===== config.mk =====
export PLATFORM = sky130hd
export DESIGN_NAME = rst_seq_ctrl
export DESIGN_NICKNAME = d
export VERILOG_FILES = /design/src/rtl/rst_seq_pkg.sv /design/src/rtl/rst_debounce.sv /design/src/rtl/rst_seq_ctrl.sv
export SDC_FILE = /design/constraint.sdc
export NUM_CORES = 1
export LEC_CHECK = 0
export ABC_AREA = 1
export BUFFER_PORTS_ARGS = -buffer_cell sky130_fd_sc_hd__clkbuf_2
export CAP_MARGIN = 40
export CORE_MARGIN = 4
export CORE_UTILIZATION = 59
export DETAILED_ROUTE_END_ITERATION = 10
export PLACE_DENSITY_LB_ADDON = 0.12
export SLEW_MARGIN = 20
export SYNTH_ARGS = -nofsm -noshare
export SYNTH_HDL_FRONTEND = slang
export SYNTH_HIERARCHICAL = 1
export SYNTH_SLANG_ARGS = --single-unit
export TNS_END_PERCENT = 100

===== constraint.sdc =====
create_clock -name clk -period 1.65 [get_ports clk]
set_input_delay 0.165 -clock clk [delete_from_list [all_inputs] [get_ports clk]]
set_output_delay 0.165 -clock clk [all_outputs]
set_load 0.005 [all_outputs]

===== src/rtl/rst_seq_pkg.sv =====
// Shared state encoding and default timing constants for the reset sequencer.
// Consumed by rst_seq_ctrl and rst_debounce (optional feature macro: RST_SEQ_DEBOUNCE_EN).
package rst_seq_pkg;

  typedef enum logic [1:0] {
    ST_PLL_RST   = 2'd0,
    ST_WAIT_LOCK = 2'd1,
    ST_STRETCH   = 2'd2,
    ST_RUN       = 2'd3
  } rst_state_e;

  localparam int unsigned PLL_RST_CYCLES_DEF  = 16;
  localparam int unsigned LOCK_TIMEOUT_DEF    = 65535;
  localparam int unsigned STRETCH_CYCLES_DEF  = 32;
  localparam int unsigned DEBOUNCE_CYCLES_DEF = 50000;

  localparam logic [3:0] RETRY_MAX = 4'hF;

  function automatic int unsigned max3(input int unsigned a, input int unsigned b,
                                       input int unsigned c);
    int unsigned m;
    m = (a > b) ? a : b;
    return (m > c) ? m : c;
  endfunction

endpackage


===== src/rtl/rst_debounce.sv =====
// Key qualifier: output follows the synchronised key level only once that level has
// differed from the output for DEBOUNCE_CYCLES consecutive cycles (used with RST_SEQ_DEBOUNCE_EN).
module rst_debounce
  import rst_seq_pkg::*;
#(
  parameter int unsigned DEBOUNCE_CYCLES = DEBOUNCE_CYCLES_DEF
) (
  input  logic clk_i,
  input  logic rst_ni,
  input  logic key_sync_i,
  output logic key_qual_o
);

  localparam int unsigned CW = (DEBOUNCE_CYCLES > 1) ? $clog2(DEBOUNCE_CYCLES) : 1;

  logic [CW-1:0] cnt_q, cnt_d;
  logic          key_q, key_d;

  always_comb begin
    cnt_d = '0;
    key_d = key_q;
    if (key_sync_i != key_q) begin
      if (cnt_q == CW'(DEBOUNCE_CYCLES - 1)) key_d = key_sync_i;
      else                                  cnt_d = cnt_q + CW'(1);
    end
  end

  always_ff @(posedge clk_i or negedge rst_ni) begin
    if (!rst_ni) begin
      cnt_q <= '0;
      key_q <= 1'b1;
    end else begin
      cnt_q <= cnt_d;
      key_q <= key_d;
    end
  end

  assign key_qual_o = key_q;

endmodule


===== src/rtl/rst_seq_ctrl.sv =====
// Power-on / manual reset sequencer: PLL reset, lock wait with retry, stretch, run.
// Optional key debounce enabled by defining RST_SEQ_DEBOUNCE_EN.
module rst_seq_ctrl
  import rst_seq_pkg::*;
#(
  parameter int unsigned PLL_RST_CYCLES  = PLL_RST_CYCLES_DEF,
  parameter int unsigned LOCK_TIMEOUT    = LOCK_TIMEOUT_DEF,
  parameter int unsigned STRETCH_CYCLES  = STRETCH_CYCLES_DEF,
  parameter int unsigned DEBOUNCE_CYCLES = DEBOUNCE_CYCLES_DEF
) (
  input  logic       clk,
  input  logic       reset_n,
  input  logic       pll_locked,
  input  logic       key_n,
  output logic       pll_rst,
  output logic       soc_reset,
  output logic       ready,
  output logic [1:0] state,
  output logic [3:0] retry_cnt
);

  localparam int unsigned CNT_MAX = max3(PLL_RST_CYCLES, LOCK_TIMEOUT, STRETCH_CYCLES);
  localparam int unsigned CNT_W   = (CNT_MAX < 1) ? 1 : $clog2(CNT_MAX + 1);

  logic lock_meta_q, lock_sync_q;
  logic key_meta_q, key_sync_q;
  logic key_qual, key_prev_q, key_press;

  rst_state_e       state_q, state_d;
  logic [CNT_W-1:0] cnt_q, cnt_d;
  logic [3:0]       retry_q, retry_d;
  logic             pll_rst_q, pll_rst_d;
  logic             soc_reset_q, soc_reset_d;
  logic             ready_q, ready_d;

  always_ff @(posedge clk or negedge reset_n) begin
    if (!reset_n) begin
      lock_meta_q <= 1'b0;
      lock_sync_q <= 1'b0;
      key_meta_q  <= 1'b1;
      key_sync_q  <= 1'b1;
    end else begin
      lock_meta_q <= pll_locked;
      lock_sync_q <= lock_meta_q;
      key_meta_q  <= key_n;
      key_sync_q  <= key_meta_q;
    end
  end

`ifdef RST_SEQ_DEBOUNCE_EN
  rst_debounce #(
    .DEBOUNCE_CYCLES(DEBOUNCE_CYCLES)
  ) u_debounce (
    .clk_i     (clk),
    .rst_ni    (reset_n),
    .key_sync_i(key_sync_q),
    .key_qual_o(key_qual)
  );
`else
  assign key_qual = key_sync_q;
`endif

  // Edge-detect on the qualified level so a held button fires exactly once.
  assign key_press = key_prev_q & ~key_qual;

  always_comb begin
    state_d = state_q;
    cnt_d   = cnt_q;
    retry_d = retry_q;
    if (key_press) begin
      state_d = ST_PLL_RST;
      cnt_d   = '0;
    end else begin
      unique case (state_q)
        ST_PLL_RST: begin
          if (cnt_q == CNT_W'(PLL_RST_CYCLES - 1)) begin
            state_d = ST_WAIT_LOCK;
            cnt_d   = '0;
          end else begin
            cnt_d = cnt_q + CNT_W'(1);
          end
        end
        ST_WAIT_LOCK: begin
          if (lock_sync_q) begin
            state_d = ST_STRETCH;
            cnt_d   = '0;
          end else if (cnt_q == CNT_W'(LOCK_TIMEOUT - 1)) begin
            state_d = ST_PLL_RST;
            cnt_d   = '0;
            if (retry_q != RETRY_MAX) retry_d = retry_q + 4'd1;
          end else begin
            cnt_d = cnt_q + CNT_W'(1);
          end
        end
        ST_STRETCH: begin
          if (!lock_sync_q) begin
            state_d = ST_WAIT_LOCK;
            cnt_d   = '0;
          end else if (cnt_q == CNT_W'(STRETCH_CYCLES - 1)) begin
            state_d = ST_RUN;
            cnt_d   = '0;
          end else begin
            cnt_d = cnt_q + CNT_W'(1);
          end
        end
        ST_RUN: begin
          if (!lock_sync_q) begin
            state_d = ST_STRETCH;
            cnt_d   = '0;
          end
        end
      endcase
    end
    // Outputs decode the next state so they land in registers alongside it.
    pll_rst_d   = (state_d == ST_PLL_RST);
    soc_reset_d = (state_d != ST_RUN);
    ready_d     = (state_d == ST_RUN);
  end

  always_ff @(posedge clk or negedge reset_n) begin
    if (!reset_n) begin
      state_q     <= ST_PLL_RST;
      cnt_q       <= '0;
      retry_q     <= '0;
      key_prev_q  <= 1'b1;
      pll_rst_q   <= 1'b1;
      soc_reset_q <= 1'b1;
      ready_q     <= 1'b0;
    end else begin
      state_q     <= state_d;
      cnt_q       <= cnt_d;
      retry_q     <= retry_d;
      key_prev_q  <= key_qual;
      pll_rst_q   <= pll_rst_d;
      soc_reset_q <= soc_reset_d;
      ready_q     <= ready_d;
    end
  end

  assign pll_rst   = pll_rst_q;
  assign soc_reset = soc_reset_q;
  assign ready     = ready_q;
  assign state     = state_q;
  assign retry_cnt = retry_q;

endmodule

======== Word-level counts from Yosys, hierarchy flattened ========
Index checks and enable logic that the tools add are counted.
storage, ports and cells
  flip-flop bits (word level) ............. 30
  input port bits ......................... 4
  word-level logic and storage cells ...... 46
cells by class
  add/subtract/negate cells ............... 2
  eq/ne operators ......................... 10
  muxes and demuxes ....................... 16
  bitwise operators ....................... 4
  reduce and logical (&&, ||, !) cells .... 3
operators by type and width
  kind                     count
  $mux W16                 7
  $pmux W16 S4             1
  $add A16 B1 Y16 const B  1
  $eq A16 B16 Y1 const B   1
  $eq A16 B4 Y1 const B    1
  $eq A16 B5 Y1 const B    1
  $mux W2                  7
  $pmux W2 S4              1
  $eq A2 B2 Y1 const B     3
  $reduce_and A5 Y1        1
  $add A4 B1 Y4 const B    1
  $logic_not A2 Y1         2
  $ne A4 B4 Y1 const B     1
  $ne A3 B3 Y1 const B     1
  $not A1 Y1               3
  $eq A2 B1 Y1 const B     1
  $ne A2 B2 Y1 const B     1
  $and A1 B1 Y1            1

======== Logic depth before layout (Yosys ltp) ========
Gate-level depths: netlist (run 1).
  depth after elaboration ................. 6
  mapped depth ............................ 10

======== Worst setup path after synthesis (run 1) ========
OpenSTA, ideal clock, no wires.
  path type ............................... register -> register
  from .................................... register key_prev_q
  to ...................................... register cnt_q[12]
  library setup time ...................... 0.124 ns
  data arrival time ....................... 1.357 ns
  path slack .............................. 0.170 ns
  cell stages (with the launch flop) ...... 8
  buffers on the path ..................... 1
  cells stage by stage .................... dfstp_2 -> inv_1 -> nor2_1 -> inv_1 -> nand2_1 -> buf_2 -> nor2_1 -> o21bai_2
between the ends
  longest elaborated chain between the ends .. 2
  elaborated cells on any way between the ends .. 3
  classes of those cells .................. eq/ne (1); mux (1); bitwise (1)
RTL lines
  item                                                line                 text
  from (decl)                                         rst_seq_ctrl.sv:27   logic key_qual, key_prev_q, key_press;
  from (signal assigned)                              rst_seq_ctrl.sv:133  key_prev_q <= key_qual;
  $and A1 B1 Y1 *                                     rst_seq_ctrl.sv:64   assign key_press = key_prev_q & ~key_qual;
  $ne A3 B3 Y1 (no line) or $mux W16 (tied branches)  n/a
  to (signal assigned)                                rst_seq_ctrl.sv:131  cnt_q <= cnt_d;
  to (decl)                                           rst_seq_ctrl.sv:30   logic [CNT_W-1:0] cnt_q, cnt_d;
Every way passes the cells marked *; elsewhere a longest branch is shown, timed or not.
A chain may end at the register's enable or synchronous reset.

======== Worst setup path in the final report (run 1) ========
  from .................................... register cnt_q[0]
  to ...................................... register retry_q[2], in the netlist retry_cnt[2]
between the ends
  longest elaborated chain between the ends .. 2
RTL lines
  item                         line                 text
  $eq A16 B16 Y1               rst_seq_ctrl.sv:87   end else if (cnt_q == CNT_W'(LOCK_TIMEOUT - 1)) begin
  $reduce_and A5 Y1 (no line)  n/a
  to (signal assigned)         rst_seq_ctrl.sv:132  retry_q <= retry_d;
  to (decl)                    rst_seq_ctrl.sv:31   logic [3:0] retry_q, retry_d;
Every way passes these cells.

==> impl_metrics.tcl, run 1 <==
set metrics [dict create \
    ir_drop_v 0.000625 \
    clock_path_buffers 2 \
    holdWs_ns 0.367 \
    synth_edf_count 0 \
    fin_area_um2 2050 \
    cp_slowest_stage_delay_ns 0.42 \
    crit_type "flop to flop" \
    cp-start-kind "flop" \
    use_met2 0.316 \
    cts-root-buf "clkbuf_4" \
    layout-drive-gt1-share 0.277 \
    setup_slack_ns 0.0335 \
    antenna_left 0 \
    crit_fanout 4 \
    cp_cell_sequence "inv_2 -> ha_4 -> nand2_2 -> nor2_1 -> nand4_1 -> nor2_2 -> nand2_1 -> xnor2_1" \
    max_freq_mhz 619 \
    num_antenna_cells 0 \
    drv_cap 0 \
    period_needed_ns 1.62 \
    ys_ff_latch 30 \
    core_um2 2810 \
    crit_family "simple AND/OR/NAND/NOR gates" \
    detail_route.first_pass.iterations 4 \
    route.detailed.drc 0 \
    final.setup.tns_ns 0 \
    finalSetupViolations 0 \
    die_w_um 62.9 \
    hp-class "flop to flop" \
    syn_to_final_growth_pct 15.4 \
    cts_tree "built" \
    port_buffers 12 \
    min_period_over_period 0.980 \
    multi_input_area_um2 940 \
    viasPerCell 5.47 \
    routed_wl_um 3600 \
    avgSynthCellArea_um2 8.26 \
    hold_viol_final 0 \
    clk_pin_slew_ns 0.10 \
    yosys.area.top_type "dfrtp_1" \
    p_leak_nw 0.922 \
    use_met3 0.0432 \
    die_h_um 62.9 \
    finClkSkew_ns 0.00594 \
    synthTopCellsByArea "dfrtp_1, nor2_1, nand2_1" \
    initial_core_util 0.633 \
    hpwlAfterDp_um 2620 \
    place_area_um2 1880 \
    status "finished clean" \
    grt_pass1_wl_um 6280 \
    fin_nets 248 \
    timing.final.max_slew_violations 0 \
    first_global_vias 1459 \
    end_kind "flop" \
    pin_count 13 \
    place_ws_ns 0.0473 \
    num_vias 1492 \
    regArea_um2 761 \
    gp_congestion 0.844 \
    postSynth.asyncResetShare 1.00 \
    wl_per_cell_um 13.2 \
    grt_max_degree 31 \
    rows 19 \
    synth_flop_cell "dfrtp_1" \
    numClockSinks 30 \
    drtIter0Drc 105 \
    syn_inst 215 \
    numCtsBuffers 5 \
    synth_cell_types 28 \
    required_ns 1.87 \
    arrival_ns 1.84 \
    synth_most_common_cell "nor2_1" \
    synth_area_um2 1780 \
    cp_slowest_cell "dfrtp_1" \
    grt.busiest_layer "met2" \
    grt_setup_unrepaired "true" \
    n_fill_cell 223 \
    synth-seq-area-share 0.426 \
    syn_nets 222 \
    antenna_found_initial 0 \
    htreeDepth 2 \
    powerDensity_nw_per_um2 1010 \
    grtUsageTotal 0.200 \
    yosysWarningCount 6 \
    synth_top_area_frac 0.352 \
    die-area_um2 3950 \
    post_synth_most_frequent_cells "nor2_1, nand2_1, inv_1" \
    globalRouteOverflowTotal 0 \
    path_buf_inv 1 \
    gr-usage-met1 0.258 \
    max_slew_margin 0.530 \
    insertion_delay_ns 0.34 \
    worst_slew_pin_slew_ns 0.705 \
]
[cells in the final DEF, fill, tap and decap left out, types with 2 or more instances in the layout]
| cell type | count |
|---|---|
| nand3_1 | 15 |
| inv_2 | 2 |
| clkbuf_2 | 12 |
| o21ai_0 | 6 |
| xnor2_1 | 2 |
| dfrtp_1 | 22 |
| dlygate4sd3_1 | 3 |
| dfstp_2 | 5 |
| nor3_1 | 6 |
| dfrtp_2 | 3 |
| clkbuf_4 | 5 |
| nor2_1 | 38 |
| buf_4 | 4 |
| nand2_1 | 35 |
| nor2_2 | 6 |
| nand4_1 | 3 |
| nand3_4 | 2 |
| o21bai_2 | 10 |
| a21oi_1 | 5 |
| xor2_1 | 9 |
| nand2_2 | 5 |
| inv_1 | 26 |
[where the power goes]
group / switching, mW / total [mW] / internal [mW]
Sequential: 0.0614 / 0.886 / 0.825
Combinational: 0.430 / 0.712 / 0.282
Clock: 0.261 / 0.465 / 0.204
Total: 0.752 / 2.06 / 1.31
[through the flow]
step	total power [mW]	util	cells
5_1_grt	2.22	0.730	273
2_1_floorplan	1.35	-	215
3_5_place_dp	1.45	0.669	258
6_report	2.06	0.730	273
3_3_place_gp	1.43	0.669	258
4_1_cts	1.92	0.702	269
[metal layers]
layer | vias to the layer above | routed length [um] | part of all wire
met1 | 711 | 1680 | 0.47
met2 | 29 | 1660 | 0.46
li1 | 740 | - | -
met3 | 12 | 151 | 0.042
met4 | 0 | 112 | 0.031
met5 | - | 0 | 0
[worst paths after layout]
path	startpoint	cells after the start	to	slack [ns]
worst max register to register	cnt_q[0]	8	retry_cnt[2]	0.03
max in group asynchronous	reset_n	2	cnt_q[7]	0.76
worst min-delay path	lock_meta_q	0	lock_sync_q	0.37
worst min register to register	lock_meta_q	0	lock_sync_q	0.37
min in group asynchronous	reset_n	2	cnt_q[5]	0.40
worst max-delay path	cnt_q[0]	8	retry_cnt[2]	0.03
[worst reg2reg max path: cells and delay by family, from the launching register on]
family	cells	cell delay (ns)
flip-flops	1	0.42
AND/OR/NAND/NOR	5	0.72
buffers and inverters	1	0.10
adder cells (fa/ha/maj)	1	0.14
XOR/XNOR	1	0.13
[area by class of cell]
type,instances,share of cell area
well taps,31,0.0189
inverters,28,0.0513
multi-input cells,156,0.459
flip-flops and latches,30,0.371
clock buffers,6,0.0250
clock inverters,2,0.00611
repair buffers,20,0.0684
[kinds of logic after synthesis]
| family | share of synthesized area |
|---|---|
| xor+xnor | 0.0543 |
| fa+ha+maj | 0.0211 |
| compound gates | 0.118 |
| buf+inv | 0.0733 |
| simple gates | 0.307 |
| flops | 0.426 |
[flip-flops by register name (all words and copies together) (netlist names)]
register	count
key_prev_q	1
lock_meta_q	1
cnt_q	16
ready	1
key_meta_q	1
key_qual	1
retry_cnt	4
pll_rst	1
lock_sync_q	1
state	2
soc_reset	1
[timing repair]
| item | in CTS | in global routing |
|---|---|---|
| resized for setup | 0 | 15 |
| setup buffers | 0 | 3 |
| hold endpoints to repair | 27 | 0 |
| setup endpoints to repair | 0 | 20 |
| hold buffers | 3 | 0 |
Power figures use the tool's default switching activity.
==> run 2, diff against run 1 <==
Settings changed: SETUP_SLACK_MARGIN set to 0.2.
==> run 2 against run 1 <==
Design area decreased by 0.24%. Sequential cell count unchanged. Global-route usage down 0.31 points. Sequential share of layout area rose by 0.091 points. Combinational power decreased by 3.5%. Core utilization decreased by 0.18 points. Register-to-register slack better by 0.07 ns. Clock power is 13% lower. Fmax rose by 4.5%. Sequential power grew 2%. Critical path type unchanged.
==> impl_metrics.tcl, run 2 (synthesized netlist as in run 1, its figures left out) <==
set metrics [dict create \
    status "finished clean" \
    fin_nets 247 \
    route.detailed.drc 0 \
    cp_slowest_stage_delay_ns 0.42 \
    dp.cells 257 \
    cts_tree "built" \
    cp-start-kind "flop" \
    layout-drive-gt1-share 0.290 \
    use_met2 0.312 \
    rows 19 \
    insertion_delay_ns 0.33 \
    end_kind "flop" \
    first_global_vias 1424 \
    globalRouteOverflowTotal 0 \
    required_ns 1.91 \
    gr-usage-met1 0.256 \
    grt_max_degree 31 \
    antenna_left 0 \
    hold_viol_final 0 \
    worst_slew_pin_slew_ns 0.709 \
    routed_wl_um 3490 \
    largest_reg_flops 16 \
    detail_route.first_pass.iterations 4 \
    final_cell_mix "nor2_1, nand2_1, inv_1" \
    antenna_found_initial 0 \
    die-area_um2 3950 \
    pin_count 13 \
    num_vias 1495 \
    htreeDepth 2 \
    clock_path_buffers 2 \
    drtIter0Drc 72 \
    numCtsBuffers 5 \
    finClkSkew_ns 0.00830 \
    initial_core_util 0.633 \
    stdcell_count 272 \
    grt_pass1_wl_um 6220 \
    syn_to_final_growth_pct 15.1 \
    ir_drop_v 0.000758 \
    clk_pin_slew_ns 0.09 \
    crit_fanout 4 \
    wl_per_cell_um 12.8 \
    arrival_ns 1.81 \
    period_needed_ns 1.55 \
    cp_cell_sequence "inv_2 -> ha_4 -> nand2_2 -> nor2_1 -> nand4_1 -> nor2_2 -> buf_4 -> xor2_1" \
    gp_congestion 0.842 \
    hpwlAfterDp_um 2540 \
    hp-class "flop to flop" \
    drv_cap 0 \
    die_w_um 62.9 \
    grt.busiest_layer "met2" \
    min_period_over_period 0.938 \
    port_buffers 12 \
    fin_area_um2 2040 \
    core_um2 2810 \
    viasPerCell 5.50 \
    place_area_um2 1860 \
    grtUsageTotal 0.196 \
    powerDensity_nw_per_um2 976 \
    die_h_um 62.9 \
    finalSetupViolations 0 \
    use_met3 0.0468 \
    grt_setup_unrepaired "true" \
    cts-root-buf "clkbuf_4" \
    crit_type "flop to flop" \
    n_fill_cell 215 \
    top_register "cnt_q" \
    final_common_cell "nor2_1" \
    num_antenna_cells 0 \
    cp_slowest_cell "dfrtp_1" \
    p_leak_nw 0.911 \
    timing.final.max_slew_violations 0 \
    max_freq_mhz 646 \
    numClockSinks 30 \
    max_slew_margin 0.528 \
]
run 2: cell type report:
cell class              count  area [um^2]  area share
clock inverters             2         10.0     0.00490
inverters                  28          105      0.0514
flip-flops and latches     30          761       0.372
multi-input cells         156          967       0.473
well taps                  31         38.8      0.0190
clock buffers               6         41.3      0.0202
repair buffers             19          120      0.0588
run 2: repair_timing:
item | CTS | global route
buffers inserted | 3 | 0
resized for setup | 5 | 15
cloned | 0 | 1
pin swaps | 3 | 10
endpoints found under the setup margin | 20 | 24
endpoints found under the hold margin | 27 | 0
hold buffers | 3 | 0
run 2: final timing paths:
check | startpoint | end | slack [ns] | cells after the start
max | cnt_q[0] | retry_cnt[0] | 0.10 | 8
min | lock_meta_q | lock_sync_q | 0.36 | 0
max reg2reg | cnt_q[0] | retry_cnt[0] | 0.10 | 8
min reg2reg | lock_meta_q | lock_sync_q | 0.36 | 0
max in group asynchronous | reset_n | state[1] | 0.74 | 2
min in group asynchronous | reset_n | cnt_q[0] | 0.41 | 2
run 2: critical path: cells and delay by family, from the launching register on:
| family | cells | cell delay (ns) |
|---|---|---|
| XOR/XNOR | 1 | 0.13 |
| AND/OR/NAND/NOR | 4 | 0.57 |
| buffers and inverters | 2 | 0.23 |
| flip-flops | 1 | 0.42 |
| adder cells (fa/ha/maj) | 1 | 0.13 |
run 2: layer usage:
layer	vias to the layer above	routed length (um)
li1	738	-
met1	709	1580
met2	40	1670
met3	8	172
met4	0	60
met5	-	0
run 2: per-stage QoR:
step | utilization | setup slack [ns] | power, mW | hold slack, ns | TNS [ns]
final | 0.728 | 0.103 | 1.99 | 0.362 | 0
after global routing | 0.728 | -0.0534 | 2.14 | 0.374 | -0.520
after CTS | 0.707 | 0.0916 | 1.92 | 0.366 | 0
after detailed placement | 0.663 | 0.0836 | 1.45 | 0.255 | 0
after global placement | 0.663 | 0.109 | 1.43 | 0.239 | 0
after floorplan | - | 0.205 | 1.36 | -0.131 | 0
run 2: report_power, final:
group	leakage (nW)	switching, mW	total, mW	internal (mW)
combinational	0.491	0.425	0.687	0.262
sequential	0.389	0.0718	0.901	0.829
clock	0.0320	0.243	0.405	0.162
total	0.911	0.741	1.99	1.25
